**src/rtl/alu_exec_unit.sv**
```systemverilog
// alu_exec_unit: EX-stage ALU with valid/ready handshake and a 2-entry output skid buffer.
// Optional macro ALU_ERR_STICKY_EN adds errClr/errSticky, a sticky illegal-op flag.
module alu_exec_unit #(
    parameter int WIDTH = 32,
    parameter int RD_W  = 5
) (
    input  logic             clk,
    input  logic             rst_n,
    input  logic             inValid,
    output logic             inReady,
    input  logic [2:0]       ALUControl,
    input  logic [WIDTH-1:0] srcA,
    input  logic [WIDTH-1:0] srcB,
    input  logic [RD_W-1:0]  rdIn,
    input  logic             flush,
`ifdef ALU_ERR_STICKY_EN
    input  logic             errClr,
    output logic             errSticky,
`endif
    output logic             outValid,
    input  logic             outReady,
    output logic [WIDTH-1:0] ALUResult,
    output logic             zero,
    output logic [RD_W-1:0]  rdOut,
    output logic             illegalOp
);
    typedef struct packed {
        logic [WIDTH-1:0] res;
        logic             z;
        logic [RD_W-1:0]  rd;
        logic             ill;
    } entry_t;

    logic [1:0]       count_q, count_d;
    entry_t           e0_q, e0_d, e1_q, e1_d, new_e;
    logic [WIDTH-1:0] res;
    logic             push, pop;

    always_comb begin
        case (ALUControl)
            3'b000:  res = srcA + srcB;
            3'b001:  res = srcA - srcB;
            3'b010:  res = srcA & srcB;
            3'b011:  res = srcA | srcB;
            3'b100:  res = srcA ^ srcB;
            3'b101:  res = {{(WIDTH-1){1'b0}}, $signed(srcA) < $signed(srcB)};
            default: res = '0;
        endcase
    end

    assign new_e    = '{res: res, z: (res == '0), rd: rdIn, ill: (ALUControl[2:1] == 2'b11)};
    assign inReady  = (count_q != 2'd2);
    assign outValid = (count_q != 2'd0);
    assign push     = inValid & inReady & ~flush;
    assign pop      = outValid & outReady & ~flush;

    // push+pop can only coincide at count=1, since push needs count<2 and pop needs count>0
    always_comb begin
        count_d = count_q;
        e0_d    = e0_q;
        e1_d    = e1_q;
        if (flush) begin
            count_d = 2'd0;
        end else if (push && pop) begin
            e0_d = new_e;
        end else if (pop) begin
            e0_d    = e1_q;
            count_d = count_q - 2'd1;
        end else if (push) begin
            if (count_q == 2'd0) e0_d = new_e;
            else e1_d = new_e;
            count_d = count_q + 2'd1;
        end
    end

    always_ff @(posedge clk or negedge rst_n) begin
        if (!rst_n) begin
            count_q <= '0;
            e0_q    <= '0;
            e1_q    <= '0;
        end else begin
            count_q <= count_d;
            e0_q    <= e0_d;
            e1_q    <= e1_d;
        end
    end

    assign ALUResult = e0_q.res;
    assign zero      = e0_q.z;
    assign rdOut     = e0_q.rd;
    assign illegalOp = e0_q.ill;

`ifdef ALU_ERR_STICKY_EN
    logic err_q, err_d;

    assign err_d     = (push & new_e.ill) ? 1'b1 : errClr ? 1'b0 : err_q;
    assign errSticky = err_q;

    always_ff @(posedge clk or negedge rst_n) begin
        if (!rst_n) err_q <= 1'b0;
        else err_q <= err_d;
    end
`endif
endmodule
```
**config.mk**
```make
export PLATFORM = sky130hd
export DESIGN_NAME = alu_exec_unit
export DESIGN_NICKNAME = d
export VERILOG_FILES = /design/src/rtl/alu_exec_unit.sv
export SDC_FILE = /design/constraint.sdc
export NUM_CORES = 1
export LEC_CHECK = 0
export CAP_MARGIN = 20
export CORE_ASPECT_RATIO = 0.7
export CORE_UTILIZATION = 24
export DETAILED_ROUTE_END_ITERATION = 6
export SLEW_MARGIN = 20
export SYNTH_ARGS = -nofsm -noshare
export SYNTH_HDL_FRONTEND = slang
export SYNTH_SLANG_ARGS = --single-unit
```
**constraint.sdc**
```tcl
create_clock -name clk -period 3.03 [get_ports clk]
set_input_delay 0.303 -clock clk [delete_from_list [all_inputs] [get_ports clk]]
set_output_delay 0.303 -clock clk [all_outputs]
set_load 0.005 [all_outputs]
```
==> summary by stage, run 1 <==
Routing
The number of DRC violations after detailed routing is 0. For this block, the routed nets add up to 43.8 mm of wire. In the final routed layout, each cell accounts on average for 18.4 µm. In this run the remaining antenna-violating nets after routing total 0. The iteration count of the initial detailed-routing pass is 5. In the routed layout, each cell is associated on average with a via count of 4.99. For this block, the via count after detailed routing is 11895. The first routing iteration left 1069 violations.

Place
The post-place instance area is 14300 µm². The half-perimeter wire length of the detailed placement result is 34.8 mm. Input and output buffers added on the ports amount to 117.

The final estimated routing congestion in global placement is 0.948.

Clock network
The root buffer cell chosen for the clock tree is clkbuf_16. The H-tree was split into 3 levels. Buffers inserted during clock tree synthesis total 9. After clock tree synthesis, the flow added hold-fix buffers numbering 0. Counting every sink on the clock net gives 80. The maximum clock path buffer count is 2. The clock reaches the later pin of the worst-skew pair after 0.34 ns. The clock transition at the registers of the reported paths is 0.06 ns.

The TritonCTS clock tree is yes.

Synthesis
The post-synthesis instance total is 1308. After synthesis, the largest area contributor takes up 21.2% of total cell area. The flip-flop and latch count after synthesis is 80. The mean post-synth cell area is 7.23 µm². The count of flip-flops with a built-in enable after synthesis is 0. The yosys synthesis warning count is 0. nand2_1 is the most common cell in the netlist. Sorting the synthesized cells by how often they occur yields nand2_1 (206), o21ai_0 (126), ha_1 (101). The top flip-flop cell by instance count after synthesis is dfrtp_1. By area the synthesized netlist is led by dfrtp_1 (21%), ha_1 (13%), nand2_1 (8.2%).

The number of nets in the synthesized netlist is 1488. The count of unique library cells instantiated by Yosys is 91. For this run, the register share of the synthesized area comes to 21.2%. The synthesized design spends more area on one cell type than any other, namely dfrtp_1.

The synthesized netlist occupies a cell area of 9450 µm². Counting flops with an async set or reset pin after synthesis yields a share of 100%.

Finish
The net count of the finished layout is 2037. Cells with a size suffix above 1 make up 42.8% of the layout. The synthesis-to-finish area growth is 73.7%. The utilization of the core after routing is 42.5%.

The sequential cells in the finished layout cover a total of 2000 µm². 0 antenna diodes ended up in the layout. The count of filler cells inserted in the layout is 3953.

The final instance area is 16400 µm². The total area of multi-input combinational cells is 7940 µm².

Setup path
The destination of the worst register-to-register timing path is zero$_DFFE_PN0P_. The worst register-to-register path has a setup slack of 0.88 ns. The worst setup path is captured at a register. The reg-to-reg critical path startpoint is count_q[0]$_DFFE_PN0P_. The family with the most delay on the worst path is compound AO/OA/AOI/OAI gates. In this run the worst setup path begins at srcA[5]. The cell count of the worst reg-to-reg path is 7.

The critical path buffer and inverter count is 6. On the critical path, the stage with the largest delay is an instance of a2111o_1. The largest fanout of any net on the critical path is 5. The arrival time at the worst endpoint is 3.60 ns.

The signal on the critical path passes through dlygate4sd2_1 -> inv_2 -> ha_4 -> buf_4 -> nor2b_1 -> or2_4 -> o211a_4 -> buf_6 -> buf_6 -> o211ai_1 -> nand3_1 -> buf_4 -> nand4_1 -> a21o_1 -> a2111o_1 -> nor4_2 -> nand2_1 -> o31ai_2. The maximum cell stage delay along the critical path is 0.46 ns. The launching element type of the critical path is a primary input. The critical path data required time is 3.27 ns. The kind of critical path is in -> reg.

Hold path
The path class of the tightest hold or removal check is in -> async.

Floorplanning
The overall die width is 239 µm. The number of cell rows is 60. For this configuration, the core starts out at a cell density of 24.5%. After floorplanning, the core was sized to cover 38600 µm². The die outline height is 168 µm. The floorplan step defined a die boundary enclosing 40200 µm². The number of ports placed on the die boundary is 118.

Pwr
The worst supply voltage drop on vdd is 0.285 mV. The reported leakage power is 7.54 nW. The power density relative to cell area is 348 nW/µm².

GRT
The number of antenna violations at the first check in global routing is 0. The global-route wire length before repair is 67.5 mm. The pin count of the biggest net entering global routing is 81. The number of global-route vias before repair is 11887. The remaining global-route overflow is 0. For this run, the total global-route usage over all layers was measured as 21.6%.

Timing
The smallest clock period supported by the final layout is computed as 3.36 ns. The final critical path takes up 111% of the cycle. On the final layout, the worst hold slack is 0.0108 ns. The final hold violation count came to 0.

Setup total negative slack on the finished layout was measured at -1.02 ns. The number of pins with negative max-slew slack in the final report is 0. For the pin with the worst max-slew slack, the measured transition is 0.755 ns.

The final clock skew is 0.00478 ns. Setup repair after global routing could not meet its margin everywhere. Setup violations remaining at the end of the flow were counted as 8. In this run the tightest slew margin relative to its limit is 49.5%.

Derived from the worst setup path, the maximum achievable clock frequency is 297 MHz. The worst path setup slack after routing is -0.331 ns.

Flow run
The count of max-cap constraint violations is 0.

Status
The final reports fail on negative setup slack. The flow ran to the end, but the final reports show violations.
-- per-stage QoR --
step           cells  power, mW  setup WS, ns
6_report        2386       5.71        -0.331
5_1_grt         2386       6.05        -0.438
4_1_cts         2373       5.59        -0.501
3_5_place_dp    2299       4.11         -1.35
3_3_place_gp    2299       4.08         -1.44
2_1_floorplan   1308       2.59        -0.109
-- cells by family (layout without fill, tap and decap cells) --
| family | count (synthesis) | in the layout | synth area share [%] |
|---|---|---|---|
| flip-flops | 80 | 80 | 21.2 |
| AND/OR/NAND/NOR | 483 | 483 | 24.3 |
| multiplexers | 20 | 20 | 2.18 |
| adder cells (fa/ha/maj) | 103 | 103 | 13.8 |
| AO/OA/AOI/OAI | 435 | 435 | 30.4 |
| buffers and inverters | 184 | 735 | 7.84 |
| XOR/XNOR | 3 | 3 | 0.278 |
-- layout make-up --
cell class                 count  share of cell area [%]
multi-input combinational   1044                    48.4
clock buffer                   9                    1.37
inverter                     100                    2.38
tap                          527                    4.02
clock inverter                 4                   0.442
timing repair buffer         622                    31.2
sequential                    80                    12.2
-- cell usage in the layout, fill, tap and decap left out, drive strengths merged, types with 22 or more instances in the layout --
cell,instances
buf,516
nand2,206
o21ai,133
ha,101
inv,99
nor2,94
a21oi,90
dfrtp,80
clkdlybuf4s50,52
dlygate4sd2,40
nor3,26
a211oi,23
o22ai,22
-- layer usage --
layer / vias up / share of wire, % / GRT usage, %
li1: 5793 / - / -
met1: 5686 / 47 / 30.9
met2: 373 / 44 / 33.5
met3: 43 / 7.4 / 4.39
met4: 0 / 1.7 / 3.76
met5: - / 0 / 0
-- flip-flops by register name (all words and copies together) (netlist names) --
signal / cells
ALUResult: 32
count_q: 2
e1_q: 39
illegalOp: 1
rdOut: 5
zero: 1
-- power breakdown --
part / internal, mW / switching (mW)
Clock: 0.706 / 0.422
Sequential: 1.32 / 0.154
Combinational: 1.58 / 1.53
Total: 3.60 / 2.11
-- timing repair --
action                                  in CTS  in global routing
endpoints found under the setup margin      43                 25
gates cloned                                 1                  0
resized for setup                          351                110
buffers inserted                            61                 19
pin swaps                                   72                 59
-- worst reg2reg max path: cells and delay by family (launching register included) --
kind | cells | cell delay, ns
AO/OA/AOI/OAI | 1 | 0.13
buffers and inverters | 2 | 0.56
flip-flops | 1 | 0.42
AND/OR/NAND/NOR | 4 | 0.98
-- worst max-delay path by stage --
stage	cells past startpoint	endpoint	slack, ns
after floorplan	13	e1_q[6]$_DFFE_PN0P_	-0.11
after global placement	17	e1_q[6]$_DFFE_PN0P_	-1.44
after detailed placement	17	e1_q[6]$_DFFE_PN0P_	-1.35
after CTS	18	e1_q[6]$_DFFE_PN0P_	-0.50
after global routing	18	e1_q[6]$_DFFE_PN0P_	-0.44
final	18	e1_q[6]$_DFFE_PN0P_	-0.33
(Power assumes the default switching activity.)
==> run 2: changes to the inputs <==
- PLACE_DENSITY_LB_ADDON: not set -> 0.08
- SLEW_MARGIN: 20 -> not set
==> run 2 against run 1 <==
Against the previous run: the flow still finishes with violations (negative setup slack); maximum frequency decreased by 0.71%; clock skew increased by 0.0025 ns; largest cell class unchanged; die area unchanged; sequential power about the same; highest routed layer unchanged; critical path depth increased by 6; critical path type unchanged; sequential cell count unchanged.
==> summary by stage, run 2 (synthesis gave the netlist of run 1 again) <==
Setup path
The launching element type of the critical path is a primary input. The cell repeated most along the worst path is buf_6. In this run the worst setup path terminates at ALUResult[14]$_DFFE_PN0P_. In this run the worst setup path begins at srcB[0]. The worst reg-to-reg setup slack is 1.00 ns (+0.12 ns). Walking the worst path, the cells encountered are buf_6 -> ha_4 -> fa_2 -> a21o_1 -> nand4_1 -> buf_4 -> a2111oi_4 -> buf_4 -> buf_6 -> or2_4 -> a311o_1 -> a211oi_2 -> buf_4 -> buf_4 -> buf_6 -> buf_6 -> buf_6 -> buf_6 -> buf_6 -> buf_6 -> buf_6 -> nand2_1 -> o21ai_1 -> o21ai_1.

In this run the critical register-to-register path is launched from count_q[0]$_DFFE_PN0P_. The cell count of the worst reg-to-reg path is 8 (+1). The critical path data required time came to 3.23 ns (-0.04 ns).

The maximum cell stage delay along the critical path was 0.35 ns (-0.11 ns). The arrival time at the worst endpoint came to 3.59 ns (about the same). The kind of critical path is in -> reg. The critical path capture point type is a register.

The destination of the worst register-to-register timing path is ALUResult[20]$_DFFE_PN0P_. The largest fanout of any net on the critical path is 3 (-2). On the critical path, the stage with the largest delay is an instance of fa_2.

Floorplanning
The core footprint came to 38600 µm² (unchanged). The number of cell rows is 60 (unchanged). The die area is 40200 µm² (unchanged).

The overall die width is 239 µm (unchanged). The number of ports placed on the die boundary is 118 (unchanged). The starting density of the core is 24.5% (unchanged). The die outline height is 168 µm (unchanged).

Pwr
The switching share of power is 36.6% (-0.30 points). The design internal power came to 3.62 mW (+0.58%). The worst supply voltage drop on vdd is 0.285 mV (about the same).

The reported leakage power is 7.59 nW (+0.69%). The clock power share is 19.9% (about the same). The share of power burned in combinational logic was 54.6% (+0.2 points). The overall power is 5.71 mW (+0.10%). The power density relative to cell area was 345 nW/µm² (-0.66%). The part of the total power dissipated in sequential elements came to 25.4% (-0.4 points).

The net switching power figure is 2.09 mW (-0.72%).

Timing
The highest achievable clock rate came to 295 MHz (-0.71%). Setup repair after global routing could not meet its margin everywhere. The post-route worst hold slack came to 0.475 ns (+0.464 ns). The final hold violation count is 0 (unchanged). The measured slew at the worst slew-check pin is 0.622 ns (-0.133 ns). The minimum period implied by the final worst setup slack is 3.39 ns (+0.0242 ns). The headroom to the max-slew limit came to 58.3% (+8.8 points). The share of the clock period used by the worst path was 112% (+0.80 points). The number of setup violations in the final report is 9 (+1). The number of pins with negative max-slew slack in the final report was 0 (unchanged). The final clock skew is 0.00725 ns (+0.00246 ns). The worst path setup slack after routing is -0.356 ns (-0.0242 ns).

Place
The number of placed instances, taps included is 2304 (+0.22%). The final estimated routing congestion in global placement came to 0.943 (-0.61%). The half-perimeter wire length of the detailed placement result came to 35.5 mm (+2.0%). The number of port buffers is 117 (unchanged). The post-place instance area is 14300 µm² (+0.26%).

Finish
The net count of the finished layout came to 2052 (+0.74%). The utilization of the core after routing is 42.9% (+0.32 points). The number of diodes is 0 (unchanged). The number of flip-flops under the largest register name is 39 (unchanged). The final instance area came to 16500 µm² (+0.76%). The most flop-heavy register is e1_q. The library cell used most frequently in the layout, excluding fill and tap cells, is buf_4. The synthesis-to-finish area growth is 75.0%.

The count of non-filler cells in the finished layout was 2403 (+0.71%). The fraction of layout cells with a size suffix above 1 came to 43.2% (+0.41 points). The top cell types in the final layout, fill and taps aside, are buf_4 (458), nand2_1 (197), o21ai_0 (100).

GRT
The global-route wire length before repair is 69.0 mm (+2.3%). The pin count of the biggest net entering global routing is 59 (-27%). The total global-route track usage is 22.4% (+0.79 points). The number of antenna violations at the first check in global routing is 0 (unchanged). The number of global-route vias before repair was 11799 (-0.74%). The remaining global-route overflow is 0 (unchanged).

Clock network
The clock latency of the later-clocked register in the worst-skew pair is 0.34 ns (about the same). The total number of H-tree levels is 3 (unchanged). The tree is rooted in a clkbuf_16. The maximum clock path buffer count is 2 (unchanged). The number of sinks driven by the clock tree came to 80 (unchanged). The number of buffers created by CTS came to 9 (unchanged). TritonCTS built the clock tree.

The clock transition at the registers of the reported paths is 0.06 ns (about the same).

Routing
The detailed-route wire length per cell is 18.6 µm (+1.5%). The total routed wirelength was 44.8 mm (+2.2%). The via density per instance came to 4.90 (-1.8%).

The iteration count of the initial detailed-routing pass is 5 (unchanged). The number of DRC violations after detailed routing is 0 (unchanged). The number of nets with antenna violations after detailed routing came to 0 (unchanged). The count of vias placed by the detailed router is 11763 (-1.1%). The DRC marker count from the first detailed-route iteration is 728 (-32%).

Status
The run finished, with violations left. The final reports fail on negative setup slack.

Hold path
The class of the tightest hold or removal check is reg -> reg. The number of cells on the worst hold path is 2.

Flow run
The count of max-cap constraint violations is 0 (unchanged).
[run 2: changes by cell type in the layout (fill, tap and decap cells not counted), moves of 4 or more]
cell | before | now
o22ai_4 | 4 | 0
o22ai_2 | 3 | 7
nand2_2 | 4 | 8
and3_4 | 4 | 0
a21oi_4 | 6 | 12
nor4_2 | 1 | 7
buf_4 | 453 | 458
clkdlybuf4s50_1 | 52 | 61
buf_6 | 47 | 56
dlygate4sd2_1 | 40 | 31
[run 2: timing repair]
item / CTS / global route
setup endpoints to repair: 41 / 23
hold endpoints to repair: 19 / 0
gates resized for setup: 392 / 67
pin swaps: 94 / 52
buffers inserted: 88 / 14
hold buffers: 1 / 0
[run 2: worst max-delay path: cells and delay by family]
family | cells | cell delay (ns)
compound gates | 6 | 0.98
fa+ha+maj | 2 | 0.51
simple gates | 3 | 0.43
buf+inv | 13 | 1.38
[run 2: through the flow]
step                      setup TNS [ns]  setup WS (ns)
after floorplan                   -0.152         -0.109
after global placement            -32.59          -1.45
after detailed placement          -33.37          -1.42
after CTS                          -1.34         -0.476
after global routing               -2.62         -0.504
final                              -1.46         -0.356
[run 2: layout make-up]
type                       instances  area [µm²]
tap                              527         659
clock inverter                     2        37.5
fill                            4025       22000
inverter                         100         380
sequential                        80        2000
clock buffer                      13         270
multi-input combinational       1044        7900
timing repair buffer             637        5290
[run 2: worst min-delay path by stage]
| stage | from | to | slack (ns) |
|---|---|---|---|
| floorplan | rst_n | ALUResult[0]$_DFFE_PN0P_ | 0.007 |
| global placement | rst_n | rdOut[1]$_DFFE_PN0P_ | 0.36 |
| detailed placement | rst_n | rdOut[1]$_DFFE_PN0P_ | 0.36 |
| CTS | e1_q[13]$_DFFE_PN0P_ | e1_q[13]$_DFFE_PN0P_ | 0.48 |
| global route | e1_q[28]$_DFFE_PN0P_ | e1_q[28]$_DFFE_PN0P_ | 0.49 |
| finish | e1_q[14]$_DFFE_PN0P_ | e1_q[14]$_DFFE_PN0P_ | 0.47 |
[run 2: per-layer routing]
metal	part of all wire (%)	vias up	global-route usage [%]
met5	0	-	0
met4	1.4	0	3.51
met3	5.1	39	3.33
met2	43	268	34.7
met1	50	5641	32.9
li1	-	5815	-
[run 2: power by group through the flow]
stage	registers, mW	clock network, mW	logic (mW)
finish	1.45	1.14	3.12
global route	1.49	1.21	3.38
CTS	1.46	1.17	3.05
detailed placement	1.47	0	2.65
global placement	1.46	0	2.65
floorplan	1.45	0	1.14
